File: config.mk
export PLATFORM = sky130hd
export DESIGN_NAME = load_store_unit
export DESIGN_NICKNAME = d
export VERILOG_FILES = /design/src/rtl/lsu_pkg.sv /design/src/rtl/lsu_decode.sv /design/src/rtl/load_store_unit.sv
export SDC_FILE = /design/constraint.sdc
export NUM_CORES = 1
export LEC_CHECK = 0
export CORE_AREA = 2 2 102 104
export DETAILED_ROUTE_END_ITERATION = 8
export DIE_AREA = 0 0 104 106
export DONT_BUFFER_PORTS = 1
export PLACE_DENSITY = 0.74
export SYNTH_ARGS = -nofsm -noshare
export SYNTH_HDL_FRONTEND = slang
export SYNTH_HIERARCHICAL = 1
export SYNTH_SLANG_ARGS = --single-unit
File: constraint.sdc
create_clock -name i_clk -period 14.5 [get_ports i_clk]
set_input_delay 1.45 -clock i_clk [delete_from_list [all_inputs] [get_ports i_clk]]
set_output_delay 1.45 -clock i_clk [all_outputs]
set_load 0.03 [all_outputs]
File: src/rtl/lsu_pkg.sv
// Shared types and constants for the load/store unit: FSM states, memory
// width codes, RISC-V load/store funct3 encodings and exception cause codes.
package lsu_pkg;

    typedef enum logic [1:0] {
        IDLE  = 2'd0,
        ISSUE = 2'd1,
        RESP  = 2'd2
    } lsu_state_e;

    localparam logic [1:0] WIDTH_NONE = 2'd0;
    localparam logic [1:0] WIDTH_B    = 2'd1;
    localparam logic [1:0] WIDTH_H    = 2'd2;
    localparam logic [1:0] WIDTH_W    = 2'd3;

    localparam logic [2:0] F3_B  = 3'b000;
    localparam logic [2:0] F3_H  = 3'b001;
    localparam logic [2:0] F3_W  = 3'b010;
    localparam logic [2:0] F3_BU = 3'b100;
    localparam logic [2:0] F3_HU = 3'b101;

    localparam logic [3:0] EXC_NONE        = 4'd0;
    localparam logic [3:0] EXC_ILLEGAL     = 4'd2;
    localparam logic [3:0] EXC_LD_MISALIGN = 4'd4;
    localparam logic [3:0] EXC_LD_FAULT    = 4'd5;
    localparam logic [3:0] EXC_ST_MISALIGN = 4'd6;
    localparam logic [3:0] EXC_ST_FAULT    = 4'd7;

    // Access width implied by funct3; unknown codes map to WIDTH_NONE.
    function automatic logic [1:0] f3_width(input logic [2:0] f3);
        case (f3)
            F3_B, F3_BU: f3_width = WIDTH_B;
            F3_H, F3_HU: f3_width = WIDTH_H;
            F3_W:        f3_width = WIDTH_W;
            default:     f3_width = WIDTH_NONE;
        endcase
    endfunction

endpackage

File: src/rtl/lsu_decode.sv
// Combinational request decode for the load/store unit: width, zero-extend,
// and exception detection (illegal > misaligned > access fault).
// Misalignment trapping is enabled by defining LSU_MISALIGN_TRAP_EN.
module lsu_decode
    import lsu_pkg::*;
#(
    parameter logic [3:0] BROM_BASE = 4'h1,
    parameter logic [3:0] IMEM_BASE = 4'h2,
    parameter logic [3:0] DMEM_BASE = 4'h4,
    parameter logic [3:0] PERI_BASE = 4'h8
) (
    input  logic [2:0] funct3,
    input  logic       is_load,
    input  logic       is_store,
    input  logic [3:0] addr_hi,
    input  logic [1:0] addr_lo,
    output logic [1:0] width,
    output logic       zeroextend,
    output logic       exc,
    output logic [3:0] cause
);

    logic ld_ok;
    logic st_ok;
    logic access;
    logic illegal;
    logic misalign;
    logic in_map;
    logic fault;

`ifndef LSU_MISALIGN_TRAP_EN
    // Low address bits only matter when misalignment traps are built in.
    logic unused_addr_lo;
    assign unused_addr_lo = ^addr_lo;
`endif

    // Classify the request and pick the highest-priority exception.
    always_comb begin
        width      = f3_width(funct3);
        zeroextend = funct3[2];
        access     = is_load || is_store;
        ld_ok      = (funct3 == F3_B) || (funct3 == F3_H) || (funct3 == F3_W) ||
                     (funct3 == F3_BU) || (funct3 == F3_HU);
        st_ok      = (funct3 == F3_B) || (funct3 == F3_H) || (funct3 == F3_W);
        illegal    = (is_load && is_store) || (is_load && !ld_ok) || (is_store && !st_ok);
`ifdef LSU_MISALIGN_TRAP_EN
        misalign   = access && (((width == WIDTH_H) && addr_lo[0]) ||
                                ((width == WIDTH_W) && (addr_lo != 2'b00)));
`else
        misalign   = 1'b0;
`endif
        in_map     = (addr_hi == BROM_BASE) || (addr_hi == IMEM_BASE) ||
                     (addr_hi == DMEM_BASE) || (addr_hi == PERI_BASE);
        fault      = access && (!in_map || (is_store && (addr_hi == BROM_BASE)));

        exc   = 1'b1;
        cause = EXC_NONE;
        if (illegal) begin
            cause = EXC_ILLEGAL;
        end else if (misalign) begin
            cause = is_load ? EXC_LD_MISALIGN : EXC_ST_MISALIGN;
        end else if (fault) begin
            cause = is_load ? EXC_LD_FAULT : EXC_ST_FAULT;
        end else begin
            exc = 1'b0;
        end
    end

endmodule

File: src/rtl/load_store_unit.sv
// Load/store memory stage: accepts one request at a time, issues a single
// registered strobe to the memory controller (held across stalls), captures
// load data the cycle after the strobe and returns a writeback, a done pulse
// or an exception pulse. Build option: LSU_MISALIGN_TRAP_EN (see lsu_decode).
module load_store_unit
    import lsu_pkg::*;
#(
    parameter logic [3:0] BROM_BASE = 4'h1,
    parameter logic [3:0] IMEM_BASE = 4'h2,
    parameter logic [3:0] DMEM_BASE = 4'h4,
    parameter logic [3:0] PERI_BASE = 4'h8
) (
    input  logic        i_clk,
    input  logic        i_rst,
    input  logic        i_valid,
    output logic        o_ready,
    input  logic [31:0] i_addr,
    input  logic [31:0] i_wdata,
    input  logic [2:0]  i_funct3,
    input  logic        i_is_load,
    input  logic        i_is_store,
    input  logic [4:0]  i_rd,
    output logic [31:0] o_mem_addr,
    output logic [31:0] o_mem_wdata,
    output logic [1:0]  o_mem_width,
    output logic        o_mem_we,
    output logic        o_mem_re,
    output logic        o_mem_zeroextend,
    input  logic [31:0] i_mem_rdata,
    input  logic        i_mem_stall,
    output logic        o_wb_valid,
    output logic [4:0]  o_wb_rd,
    output logic [31:0] o_wb_data,
    output logic        o_done,
    output logic        o_exc,
    output logic [3:0]  o_exc_cause,
    output logic [31:0] o_exc_tval
);

    lsu_state_e state_q;
    lsu_state_e state_d;

    logic [1:0] dec_width;
    logic       dec_zx;
    logic       dec_exc;
    logic [3:0] dec_cause;

    logic       accept;
    logic       noop;
    logic       is_load_p0;
    logic [4:0] rd_p0;

    logic       re_d;
    logic       we_d;
    logic       done_d;
    logic       exc_d;
    logic       vld_p1_d;

    assign o_ready = (state_q == IDLE) && !i_rst;
    assign accept  = i_valid && o_ready;
    assign noop    = !i_is_load && !i_is_store;

    lsu_decode #(
        .BROM_BASE (BROM_BASE),
        .IMEM_BASE (IMEM_BASE),
        .DMEM_BASE (DMEM_BASE),
        .PERI_BASE (PERI_BASE)
    ) u_decode (
        .funct3     (i_funct3),
        .is_load    (i_is_load),
        .is_store   (i_is_store),
        .addr_hi    (i_addr[31:28]),
        .addr_lo    (i_addr[1:0]),
        .width      (dec_width),
        .zeroextend (dec_zx),
        .exc        (dec_exc),
        .cause      (dec_cause)
    );

    // State register; reset aborts any transaction in flight immediately.
    always_ff @(posedge i_clk or posedge i_rst) begin
        if (i_rst) begin
            state_q <= IDLE;
        end else begin
            state_q <= state_d;
        end
    end

    // Next state: only real accesses leave IDLE; stall pins the unit in ISSUE.
    always_comb begin
        state_d = state_q;
        case (state_q)
            IDLE:    if (accept && !dec_exc && !noop) state_d = ISSUE;
            ISSUE:   if (!i_mem_stall) state_d = is_load_p0 ? RESP : IDLE;
            RESP:    state_d = IDLE;
            default: state_d = IDLE;
        endcase
    end

    // Next values of strobes and one-cycle pulses.
    always_comb begin
        re_d     = 1'b0;
        we_d     = 1'b0;
        done_d   = 1'b0;
        exc_d    = 1'b0;
        vld_p1_d = 1'b0;
        case (state_q)
            IDLE: begin
                if (accept) begin
                    if (dec_exc) begin
                        exc_d = 1'b1;
                    end else if (noop) begin
                        done_d = 1'b1;
                    end else begin
                        re_d = i_is_load;
                        we_d = i_is_store;
                    end
                end
            end
            ISSUE: begin
                if (i_mem_stall) begin
                    re_d = o_mem_re;
                    we_d = o_mem_we;
                end else begin
                    done_d = !is_load_p0;
                end
            end
            RESP:    vld_p1_d = 1'b1;
            default: ;
        endcase
    end

    // Output and request registers: latched on accept, load data on RESP.
    always_ff @(posedge i_clk or posedge i_rst) begin
        if (i_rst) begin
            o_mem_re         <= 1'b0;
            o_mem_we         <= 1'b0;
            o_done           <= 1'b0;
            o_exc            <= 1'b0;
            o_wb_valid       <= 1'b0;
            o_mem_addr       <= '0;
            o_mem_wdata      <= '0;
            o_mem_width      <= '0;
            o_mem_zeroextend <= 1'b0;
            o_exc_cause      <= '0;
            o_exc_tval       <= '0;
            o_wb_rd          <= '0;
            o_wb_data        <= '0;
            is_load_p0       <= 1'b0;
            rd_p0            <= '0;
        end else begin
            o_mem_re   <= re_d;
            o_mem_we   <= we_d;
            o_done     <= done_d;
            o_exc      <= exc_d;
            o_wb_valid <= vld_p1_d;
            if (accept) begin
                o_mem_addr       <= i_addr;
                o_mem_wdata      <= i_wdata;
                o_mem_width      <= dec_width;
                o_mem_zeroextend <= dec_zx;
                is_load_p0       <= i_is_load;
                rd_p0            <= i_rd;
                if (dec_exc) begin
                    o_exc_cause <= dec_cause;
                    o_exc_tval  <= i_addr;
                end
            end
            if (state_q == RESP) begin
                o_wb_data <= i_mem_rdata;
                o_wb_rd   <= rd_p0;
            end
        end
    end

endmodule

======== Yosys cells after proc, flatten, opt, wreduce, memory -nomap -nowiden ========
Index checks and enable logic that the tools add are counted.
cells by class
  multiplexer cells ....................... 28
  reduce and logical (&&, ||, !) cells .... 36
  eq/ne operators ......................... 12
operator list
  cell                  count
  $mux W1               17
  $logic_or A1 B1 Y1    11
  $logic_and A1 B1 Y1   10
  $logic_not A1 Y1      9
  $mux W2               4
  $mux W4               2
  $eq A3 B3 Y1 const B  2
  $pmux W1 S2           3
  $pmux W2 S3           1
  $eq A4 B1 Y1 const B  1
  $eq A4 B2 Y1 const B  1
  $eq A4 B3 Y1 const B  1
  $eq A4 B4 Y1 const B  1
  $pmux W2 S2           1
  $reduce_and A2 Y1     2
  $reduce_or A2 Y1      2
  $eq A3 B1 Y1 const B  1
  $eq A3 B2 Y1 const B  1
  $logic_not A3 Y1      1
  $eq A2 B1 Y1 const B  1
  $eq A2 B2 Y1 const B  1
  $logic_not A2 Y1      1
  $ne A2 B1 Y1 const B  1
  $ne A2 B2 Y1 const B  1
word-level totals
  output and inout port bits .............. 146
  word-level logic and storage cells ...... 92
  register bits ........................... 153

======== Longest topological paths before layout ========
Gate-level depths: netlist (run 1).
  word-level depth ........................ 15
  depth in mapped cells ................... 6
  depth with buffers taken out ............ 6

======== Hierarchy ========
The synthesis (run 1) kept the hierarchy.
modules (own cells, without submodules)
  module           cells each  times used  area an instance (um^2)
  load_store_unit  332         1           5688.0
  lsu_decode       20          1           133.9

======== Worst setup path before layout (run 1) ========
Ideal clock, no wire load.
  path kind ............................... input port to output port
  start ................................... input i_rst
  end ..................................... output o_ready
  buffers on the path ..................... 0
  required time ........................... 13050 ps
  arrival ................................. 2131 ps
  stages on the path ...................... 1
  path slack .............................. 10919 ps
  cells stage by stage .................... nor3_1
between the ends
  word-level cells in the longest chain between the ends .. 2
ends and longest elaborated chain
  element                     RTL line               text
  from (decl)                 load_store_unit.sv:14  input logic i_rst,
  $logic_not A1 Y1 (no line)  n/a
  $logic_and A1 B1 Y1         load_store_unit.sv:59  assign o_ready = (state_q == IDLE) && !i_rst;
  to (decl)                   load_store_unit.sv:16  output logic o_ready,
No other way between the ends.

======== Worst setup path in the final report (run 1) ========
Ends and elaborated chain as after synthesis.

==> metrics.yaml, run 1 <==
final_layout:
  antennaDiodeCount: 0
  areaGrowthSynthToFinish_pct: 12.3
  n_fill_cell: 708
  drive_above_1_share_pct: 41.7
  finalNetCount: 465
  fin_area_um2: 6540
floorplan:
  core_area_um2: 10000
  die_y_um: 106
  io_pins: 256
  initial_core_util_pct: 58.2
  dieArea_um2: 11000
  die_w_um: 104
  rows: 37
place:
  placedInstanceArea_um2: 5910
  dp_hpwl_um: 7810
  place_ws_ps: 10790
  port_buffers: 0
  gp_congestion: 0.734
critical_path:
  timing.rr.start: "state_q[0]"
  cpPeakStageDelay_ps: 820
  rr_worst_depth: 3
  r2r-end: "o_mem_addr[11]"
  path_max_fanout: 3
  critPathKind: "in2out"
  arrival_ps: 2270
  required_ps: 13050
  crit_family: "simple AND/OR/NAND/NOR gates"
  startpoint_type: "input pin"
  cp-end-kind: "output pin"
  rrSetupSlack_ps: 12260
  critPathBufInv: 0
  crit_slowest_cell: "nor3_1"
  crit_chain: "nor3_1"
timing:
  tns_ps: 0
  slew_viol_final: 0
  setup_ws_ps: 10780
  max_freq_ghz: 0.269
  finalClockSkew_ps: 4.56
  grt_setup_unrepaired: "false"
  finalSetupViolations: 0
  period_needed_ps: 3720
  period_share_pct: 25.7
  worstMarginPinSlew_ps: 1070
  relSlewSlack_pct: 28.7
  hold_viol: 0
routing:
  avgRoutedWirePerCell_um: 22.4
  ant_nets: 0
  first_iter_violations: 115
  wl_um: 11300
  viasPerCell: 5.83
  drc: 0
  vias: 2931
  drtPass1Iterations: 4
hold_path:
  hold_path_class: "reg2reg"
  min_to: "rd_p0[3]"
  hp-start: "rd_p0[3]"
  worst_hold_path.num_cells: 1
synthesis:
  postSynthAreaPerCell_um2: 16.5
  syn_nets: 462
  synthCells: 352
  synth_flop_cell: "dfrtp_1"
  ys_seq_elements: 153
  synth-async-reset-ratio_pct: 100
  synth_seq_area_share_pct: 65.8
  netlist_area_um2: 5820
  ys_warn_count: 6
  synth_cell_types: 27
  synth_edf_count: 0
clocking:
  cts_max_level: 4
  cts_root_buf: "clkbuf_8"
  cts_resized: 0
  cts_hold_buf: 0
  clock_insertion_delay_worst_skew_ps: 510
  clkTransAtPathRegs_ps: 60
  tritoncts: "built"
  post_cts_buffers: 0
  ctsLongestPathBuffers: 2
  clock_sinks: 153
  numCtsBuffers: 17
flow_run:
  drv_cap: 0
status:
  status: "finished clean"
global_routing:
  first_global_vias: 3191
  grt_max_degree: 85
  grt_pass1_wl_um: 17300
  antenna_found_initial: 0
  grt_usage_pct: 20.6
  overflow: 0
power:
  powerDensity_nw_per_um2: 209
  leakagePower_nw: 2.90
  power_mw: 1.37
  ir_drop_mv: 0.0937
[per-stage QoR]
step / hold slack, ps / utilization, % / std cells
6_report: 505 / 65.4 / 503
5_1_grt: 528 / 65.4 / 503
4_1_cts: 504 / 65.4 / 503
3_5_place_dp: 491 / 59.1 / 472
3_3_place_gp: 484 / 59.1 / 472
2_1_floorplan: 475 / - / 352
[flip-flops by register name, indices dropped and copies added (netlist names), 2 cells and up]
| register | count |
|---|---|
| o_exc_cause | 4 |
| state_q | 2 |
| o_mem_addr | 32 |
| o_mem_wdata | 32 |
| o_exc_tval | 32 |
| o_wb_data | 32 |
| o_wb_rd | 5 |
| rd_p0 | 5 |
| o_mem_width | 2 |
[cell usage after synthesis, types with 2 or more instances]
cell type	count	area share, %
o21ai_0	2	0.17
nor3_1	3	0.26
nor2_1	4	0.26
mux2_1	29	5.6
buf_2	10	0.86
buf_4	8	1.0
a22o_1	2	0.30
mux2_2	118	23
dfrtp_1	153	66
inv_1	5	0.32
o21bai_1	2	0.26
[worst max-delay path by stage]
stage / startpoint / slack [ps] / endpoint / depth (start not counted)
global route: i_rst / 10790 / o_ready / 1
detailed placement: i_rst / 10790 / o_ready / 1
floorplan: i_rst / 8930 / is_load_p0 / 1
CTS: i_rst / 10790 / o_ready / 1
finish: i_rst / 10780 / o_ready / 1
global placement: i_rst / 10780 / o_ready / 1
[power by group]
part / internal, mW / switching, mW
Sequential: 0.523 / 0.267
Combinational: 0.0744 / 0.0425
Clock: 0.302 / 0.158
[cells by family after synthesis]
group | synth area share [%]
DFF | 65.8
other | 0.0644
muxes | 28.4
AOI/OAI and AO/OA | 1.57
buffers and inverters | 2.21
xor gates and xnor gates | 0.150
and+or+nand+nor | 1.81
[cells in the final DEF, fill, tap and decap left out]
cell | Yosys | final
o21bai_1 | 2 | 2
bufinv_16 | 0 | 4
nor2b_4 | 0 | 1
or4b_1 | 1 | 1
nand2_1 | 1 | 1
nor4bb_1 | 1 | 1
mux2_1 | 29 | 29
a21oi_2 | 1 | 1
a22o_1 | 2 | 2
inv_6 | 0 | 1
nor3_1 | 3 | 3
clkinvlp_4 | 0 | 2
clkbuf_16 | 0 | 16
a21oi_1 | 1 | 1
clkbuf_1 | 0 | 3
nor2_1 | 4 | 4
nor4b_4 | 1 | 1
a21o_1 | 1 | 1
clkbuf_8 | 0 | 6
a32oi_1 | 1 | 1
mux2_2 | 118 | 118
nand2_2 | 1 | 1
o21ai_0 | 2 | 2
dfrtp_1 | 153 | 153
and3b_1 | 1 | 1
inv_1 | 5 | 4
buf_4 | 8 | 2
o211a_1 | 1 | 1
and2_1 | 1 | 1
o221ai_1 | 1 | 1
conb_1 | 1 | 1
xor2_1 | 1 | 1
[metal layers]
layer	part of all wire (%)	global-route usage, %	up-vias
met5	0	0	-
met4	2.9	10.4	0
met3	11	10.2	27
met2	50	33.7	165
met1	36	22.4	1498
li1	-	-	1241
[area by class of cell]
type	instances	area, um^2	share of cell area (%)
sequential	153	3830	58.6
multi-input combinational	176	1870	28.6
clock buffer	25	494	7.56
tap	136	170	2.60
clock inverter	6	135	2.07
inverter	5	23.8	0.364
timing repair buffer	2	15.0	0.230
Power figures use the tool's default switching activity.
==> inputs of run 2 (changes only) <==
--- a/config.mk
+++ b/config.mk
@@ -5,9 +5,9 @@
 export SDC_FILE = /design/constraint.sdc
 export NUM_CORES = 1
 export LEC_CHECK = 0
-export CORE_AREA = 2 2 102 104
+export CORE_AREA = 2 2 105 107
 export DETAILED_ROUTE_END_ITERATION = 8
-export DIE_AREA = 0 0 104 106
+export DIE_AREA = 0 0 107 109
 export DONT_BUFFER_PORTS = 1
 export PLACE_DENSITY = 0.74
 export SYNTH_ARGS = -nofsm -noshare
==> constraint.sdc (replaced) <==
create_clock -name i_clk -period 3.16 [get_ports i_clk]
set_input_delay 0.316 -clock i_clk [delete_from_list [all_inputs] [get_ports i_clk]]
set_output_delay 0.316 -clock i_clk [all_outputs]
set_load 0.03 [all_outputs]
==> run 2 against run 1 <==
Effect of this change: the run now fails in clock tree synthesis (4_1_cts); synthesized area unchanged; synthesized cell count unchanged.
==> metrics.yaml, run 2 <==
status:
  lastStage: "clock tree synthesis (4_1_cts)"
  status: "stopped before the end"  # was finished clean
  stop_error: "[ERROR RSZ-0060] Max buffer count reached."
floorplan:
  die_y_um: 109  # was 106 um
  die_w_um: 107  # was 104 um
  initial_core_util_pct: 54.9  # was 58.2%
  rows: 38  # was 37
  io_pins: 256  # unchanged
synthesis:
  synth_edf_count: 0  # unchanged
  netlist_area_um2: 5820  # unchanged
  ys_warn_count: 6  # unchanged
  yosysTopAreaCell: "dfrtp_1"  # unchanged
  synth_seq_area_share_pct: 65.8  # unchanged
  ys_top_cells_by_area: "dfrtp_1 (66%), mux2_2 (23%), mux2_1 (5.6%)"  # unchanged
  syn_nets: 462  # unchanged
  synth_cell_types: 27  # unchanged
  synthTopCellsByCount: "dfrtp_1 (153), mux2_2 (118), mux2_1 (29)"  # unchanged
  ys_seq_elements: 153  # unchanged
  synth_top_area_share_pct: 65.8  # unchanged
  synth.most_common_cell: "dfrtp_1"  # unchanged
  postSynthAreaPerCell_um2: 16.5  # unchanged
  synthCells: 352  # unchanged
  synth_flop_cell: "dfrtp_1"  # unchanged
  synth-async-reset-ratio_pct: 100  # unchanged
place:
  place_ws_ps: 945  # was 10790 ps
  gp_congestion: 0.694  # was 0.734
  dp_cells: 478  # was 472
  port_buffers: 0  # unchanged
  dp_hpwl_um: 7670  # was 7810 um
clocking:
  ctsLongestPathBuffers: 2  # unchanged
  numCtsBuffers: 17  # unchanged
  cts_resized: 0  # unchanged
  clock_sinks: 153  # unchanged
  post_cts_buffers: 0  # unchanged
  cts_hold_buf: 103  # was 0
  cts_max_level: 4  # unchanged
  cts_root_buf: "clkbuf_8"  # unchanged
-- run 2: cell counts after synthesis --
Identical to the previous run, type by type.
-- run 2: cells by family after synthesis --
kind of cell | count (synthesis) | share of synthesized area [%]
flops | 153 | 65.8
simple gates | 15 | 1.81
other cells | 1 | 0.0644
buf+inv | 23 | 2.21
mux | 147 | 28.4
compound gates | 12 | 1.57
xor+xnor | 1 | 0.150
-- run 2: through the flow --
stage | hold WS [ps] | area, um^2
2_1_floorplan | 388 | 5830
3_3_place_gp | 381 | 5970
3_5_place_dp | 392 | 5970
==> inputs of run 3 (changes only) <==
--- a/config.mk
+++ b/config.mk
@@ -5,11 +5,11 @@
 export SDC_FILE = /design/constraint.sdc
 export NUM_CORES = 1
 export LEC_CHECK = 0
-export CORE_AREA = 2 2 105 107
+export CORE_AREA = 2 2 124 126
 export DETAILED_ROUTE_END_ITERATION = 8
-export DIE_AREA = 0 0 107 109
+export DIE_AREA = 0 0 126 128
 export DONT_BUFFER_PORTS = 1
-export PLACE_DENSITY = 0.74
+export PLACE_DENSITY_LB_ADDON = 0.15
 export SYNTH_ARGS = -nofsm -noshare
 export SYNTH_HDL_FRONTEND = slang
 export SYNTH_HIERARCHICAL = 1
==> constraint.sdc (replaced) <==
create_clock -name i_clk -period 4.1 [get_ports i_clk]
set_input_delay 0.41 -clock i_clk [delete_from_list [all_inputs] [get_ports i_clk]]
set_output_delay 0.41 -clock i_clk [all_outputs]
set_load 0.03 [all_outputs]
==> run 3 against run 2 <==
Effect of this change: the run now ends clean.
==> metrics.yaml, run 3 (synthesis gave the netlist of run 1 again) <==
clocking:
  cts_max_level: 4  # unchanged
  ctsLongestPathBuffers: 2  # unchanged
  clock_sinks: 153  # unchanged
  cts_root_buf: "clkbuf_16"  # was clkbuf_8
  clkTransAtPathRegs_ps: 60
  post_cts_buffers: 0  # unchanged
  cts_resized: 0  # unchanged
  cts_hold_buf: 0  # was 103
  numCtsBuffers: 17  # unchanged
  tritoncts: "built"
  clock_insertion_delay_worst_skew_ps: 410
global_routing:
  overflow: 0
  grt_max_degree: 154
  grt_pass1_wl_um: 17500
  antenna_found_initial: 0
  first_global_vias: 3110
  grt_usage_pct: 14.2
final_layout:
  drive_above_1_share_pct: 41.5
  fin_area_um2: 6520
  fin_cells: 554
  finalNetCount: 465
  areaGrowthSynthToFinish_pct: 12.1
  antennaDiodeCount: 0
  fin_util_pct: 43.9
  final_common_cell: "dfrtp_1"
  final_cell_mix: "dfrtp_1 (153), mux2_2 (118), mux2_1 (29)"
routing:
  wl_met1_um: 4220
  first_iter_violations: 105
  avgRoutedWirePerCell_um: 20.8
  wl_um: 11500
  vias: 2917
  met3_length_um: 1300
  ant_nets: 0
  viasPerCell: 5.27
  routed.top_layer: "met4"
  drtPass1Iterations: 4
  drc: 0
  wl_met2_um: 5840
critical_path:
  cpPeakStageDelay_ps: 800
  critPathKind: "reg2reg"
  required_ps: 4390
  path_max_fanout: 75
  crit_family: "buffers and inverters"
  crit_slowest_cell: "buf_4"
  critPathBufInv: 1
  startpoint_type: "register"
  crit_chain: "nor4b_4 -> buf_4 -> mux2_2"
  cp-end-kind: "register"
  arrival_ps: 2530
power:
  ir_drop_mv: 0.266
  seq_power_share_pct: 60.2
  p_int_mw: 2.97
  powerDensity_nw_per_um2: 710
  p_switching_mw: 1.66
  power_mw: 4.63
  swShare_pct: 35.9
  power.share.combinational_pct: 8.9
  clock_power_share_pct: 30.9
  leakagePower_nw: 2.86
floorplan:
  io_pins: 256  # unchanged
  core_area_um2: 14900
  initial_core_util_pct: 39.2  # was 54.9%
  rows: 45  # was 38
  dieArea_um2: 16100
  die_y_um: 128  # was 109 um
  die_w_um: 126  # was 107 um
timing:
  tns_ps: 0
  max_freq_ghz: 0.446
  period_share_pct: 54.7
  worstMarginPinSlew_ps: 1080
  relSlewSlack_pct: 27.8
  hold_viol: 0
  slew_viol_final: 0
  finalSetupViolations: 0
  finalClockSkew_ps: 7.01
  period_needed_ps: 2240
  grt_setup_unrepaired: "false"
place:
  port_buffers: 0  # unchanged
  placedInstanceArea_um2: 5990  # was 5970 um^2
  dp_cells: 524  # was 478
  gp_congestion: 0.692  # was 0.694
  dp_hpwl_um: 7910  # was 7670 um
flow_run:
  drv_cap: 0
hold_path:
  hold_path_class: "in2async"
status:
  status: "finished clean"  # was stopped before the end
[run 3: layout make-up]
type | instances | area, um^2
flip-flops and latches | 153 | 3830
clock inverters | 8 | 73.8
well taps | 188 | 235
repair buffers | 2 | 27.5
multi-input cells | 176 | 1870
fillers | 1357 | 8340
inverters | 5 | 22.5
clock buffers | 22 | 464
[run 3: routing by layer]
metal,GRT usage [%],vias to the layer above
li1,-,1243
met1,16.1,1503
met2,22.5,155
met3,7.35,16
met4,6.59,0
met5,0,-
[run 3: worst paths after layout]
path	endpoint	slack, ps	start	cells after the start
worst max-delay path	o_mem_wdata[25]	1860	state_q[0]	3
worst min-delay path	is_load_p0	9	i_rst	2
worst max register to register	o_mem_wdata[25]	1860	state_q[0]	3
worst min register to register	rd_p0[2]	500	rd_p0[2]	1
max in group asynchronous	o_exc_tval[28]	3330	i_rst	2
min in group i_clk	state_q[1]	70	i_mem_stall	1
[run 3: through the flow]
stage / worst slack [ps] / hold slack (ps)
after floorplan: 1760 / 475
after global placement: 1620 / 485
after detailed placement: 1570 / 485
after CTS: 1860 / 40.7
after global routing: 1750 / 45.0
final: 1860 / 9.27
[run 3: worst register-to-register path, cell delays in order (launching register included)]
cell and delay (ps):
dfrtp_1 490, nor4b_4 350, buf_4 800, mux2_2 490
[run 3: power by group through the flow]
stage,clock (mW),combinational (mW),sequential [mW]
finish,1.43,0.413,2.79
global placement,0,0.398,2.83
floorplan,0,0.373,2.73
CTS,1.48,0.425,2.80
detailed placement,0,0.426,2.83
global route,1.55,0.462,2.83
==> inputs of run 4 (changes only) <==
==> constraint.sdc (replaced) <==
create_clock -name i_clk -period 1.9 [get_ports i_clk]
set_input_delay 0.19 -clock i_clk [delete_from_list [all_inputs] [get_ports i_clk]]
set_output_delay 0.19 -clock i_clk [all_outputs]
set_load 0.03 [all_outputs]
==> run 4 against run 3 <==
Effect of this change: sequential share of layout area shrank 9.5 points; clock power grew 140%; sequential cell count is the same; global-route usage grew 2.1 points; die area is the same; first-iteration DRC count grew 8.6%; clock-buffer cell count shrank 2; clock skew shrank 2.2 ps; non-clock buffer count grew 114; total power grew 130%; largest cell class unchanged.
==> metrics.yaml, run 4 (synthesis gave the netlist of run 1 again) <==
timing:
  setup_ws_ps: 187  # was 1860 ps
  period_needed_ps: 1710  # was 2240 ps
  finalClockSkew_ps: 4.81  # was 7.01 ps
  grt_setup_unrepaired: "false"  # unchanged
  tns_ps: 0  # unchanged
  hold_viol: 0  # unchanged
  max_freq_ghz: 0.584  # was 0.446 GHz
  slew_viol_final: 0  # unchanged
  period_share_pct: 90.1  # was 54.7%
  finalSetupViolations: 0  # unchanged
  hold_ws_ps: 44.9  # was 9.27 ps
clocking:
  ctsLongestPathBuffers: 2  # unchanged
  post_cts_buffers: 0  # unchanged
  numCtsBuffers: 17  # unchanged
  cts_max_level: 4  # unchanged
  cts_root_buf: "clkbuf_16"  # unchanged
  clkTransAtPathRegs_ps: 60  # about the same
  cts_hold_buf: 106  # was 0
  tritoncts: "built"  # unchanged
  clock_insertion_delay_worst_skew_ps: 410  # about the same
  cts_resized: 0  # unchanged
  clock_sinks: 153  # unchanged
floorplan:
  die_y_um: 128  # unchanged
  io_pins: 256  # unchanged
  initial_core_util_pct: 39.2  # unchanged
  die_w_um: 126  # unchanged
  core_area_um2: 14900  # unchanged
  dieArea_um2: 16100  # unchanged
  rows: 45  # unchanged
global_routing:
  grt_pass1_wl_um: 20400  # was 17500 um
  grt_max_degree: 81  # was 154
  first_global_vias: 3816  # was 3110
  antenna_found_initial: 0  # unchanged
  overflow: 0  # unchanged
  grt_usage_pct: 16.4  # was 14.2%
power:
  power_mw: 10.6  # was 4.63 mW
  swShare_pct: 35.2  # was 35.9%
  power.share.combinational_pct: 10.6  # was 8.9%
  powerDensity_nw_per_um2: 1360  # was 710 nW/um^2
  seq_power_share_pct: 57.0  # was 60.2%
  ir_drop_mv: 0.658  # was 0.266 mV
  p_switching_mw: 3.72  # was 1.66 mW
  leakagePower_nw: 3.41  # was 2.86 nW
  clock_power_share_pct: 32.4  # was 30.9%
  p_int_mw: 6.86  # was 2.97 mW
critical_path:
  required_ps: 2190  # was 4390 ps
  r2r-end: "o_exc_tval[12]"  # was o_mem_wdata[25]
  critPathKind: "reg2reg"  # unchanged
  rrSetupSlack_ps: 190  # was 1860 ps
  path_max_fanout: 23  # was 75
  rr_worst_depth: 4  # was 3
  timing.rr.start: "state_q[0]"  # unchanged
  critPathBufInv: 1  # unchanged
  cp-end-kind: "register"  # unchanged
  crit_slowest_cell: "nor4b_4"  # was buf_4
  startpoint_type: "register"  # unchanged
  crit_family: "simple AND/OR/NAND/NOR gates"  # was buffers and inverters
  cpPeakStageDelay_ps: 480  # was 800 ps
  crit_chain: "nor4b_4 -> nand2_2 -> buf_12 -> mux2_1"  # was nor4b_4 -> buf_4 -> mux2_2
  arrival_ps: 2000  # was 2530 ps
hold_path:
  hp-start: "i_mem_stall"
  hold_path_class: "in2reg"  # was in2async
  min_to: "o_done"
  worst_hold_path.num_cells: 3
routing:
  ant_nets: 0  # unchanged
  drtPass1Iterations: 3  # was 4
  drc: 0  # unchanged
  viasPerCell: 5.06  # was 5.27
  first_iter_violations: 114  # was 105
  wl_um: 12900  # was 11500 um
  vias: 3388  # was 2917
  avgRoutedWirePerCell_um: 19.2  # was 20.8 um
final_layout:
  fin_util_pct: 52.4  # was 43.9%
  final_common_cell: "dfrtp_1"  # unchanged
  finalNetCount: 579  # was 465
  antennaDiodeCount: 0  # unchanged
  fin_area_um2: 7790  # was 6520 um^2
  areaGrowthSynthToFinish_pct: 33.8  # was 12.1%
  final_cell_mix: "dfrtp_1 (153), mux2_2 (118), dlygate4sd3_1 (106)"  # was dfrtp_1 (153), mux2_2 (118), mux2_1 (29)
  drive_above_1_share_pct: 34.0  # was 41.5%
  fin_cells: 670  # was 554
  n_fill_cell: 1236  # was 1357
place:
  place_ws_ps: 65.3  # was 1570 ps
  placedInstanceArea_um2: 6120  # was 5990 um^2
  dp_hpwl_um: 8220  # was 7910 um
  port_buffers: 0  # unchanged
  gp_congestion: 0.694  # was 0.692
  dp_cells: 532  # was 524
status:
  status: "finished clean"  # unchanged
flow_run:
  drv_cap: 0  # unchanged
## run 4: worst max-delay path by stage
| stage | startpoint | endpoint | slack, ps | cells past startpoint |
|---|---|---|---|---|
| finish | state_q[0] | o_exc_tval[12] | 190 | 4 |
| detailed placement | i_addr[31] | o_exc_tval[12] | 70 | 6 |
| CTS | state_q[0] | o_exc_tval[12] | 170 | 4 |
| global placement | i_addr[31] | o_exc_tval[14] | 120 | 6 |
| floorplan | i_rst | is_load_p0 | -220 | 1 |
| global route | state_q[0] | o_exc_tval[6] | 70 | 4 |
## run 4: cell type report
type                       count  area, um^2  area share [%]
clock buffer                  20         457            5.86
sequential                   153        3830            49.2
timing repair buffer         116        1220            15.7
clock inverter                12         149            1.91
tap                          188         235            3.02
multi-input combinational    176        1870            24.0
inverter                       5        22.5           0.289
## run 4: power by group through the flow
stage / combinational (mW) / clock (mW) / sequential, mW
CTS: 1.13 / 3.54 / 6.04
detailed placement: 0.951 / 0 / 6.10
global route: 1.24 / 3.67 / 6.12
finish: 1.12 / 3.43 / 6.03
floorplan: 0.805 / 0 / 5.88
global placement: 0.897 / 0 / 6.10
## run 4: routing by layer
metal	vias up	part of all wire, %	global-route usage (%)
li1	1476	-	-
met1	1729	37	17.8
met2	159	50	27.4
met3	24	10	7.30
met4	0	2.3	7.82
met5	-	0	0
## run 4: tightest hold or removal path: cells and delay by family
family / cells / cell delay [ps]
simple gates: 2 / 160
compound gates: 1 / 60
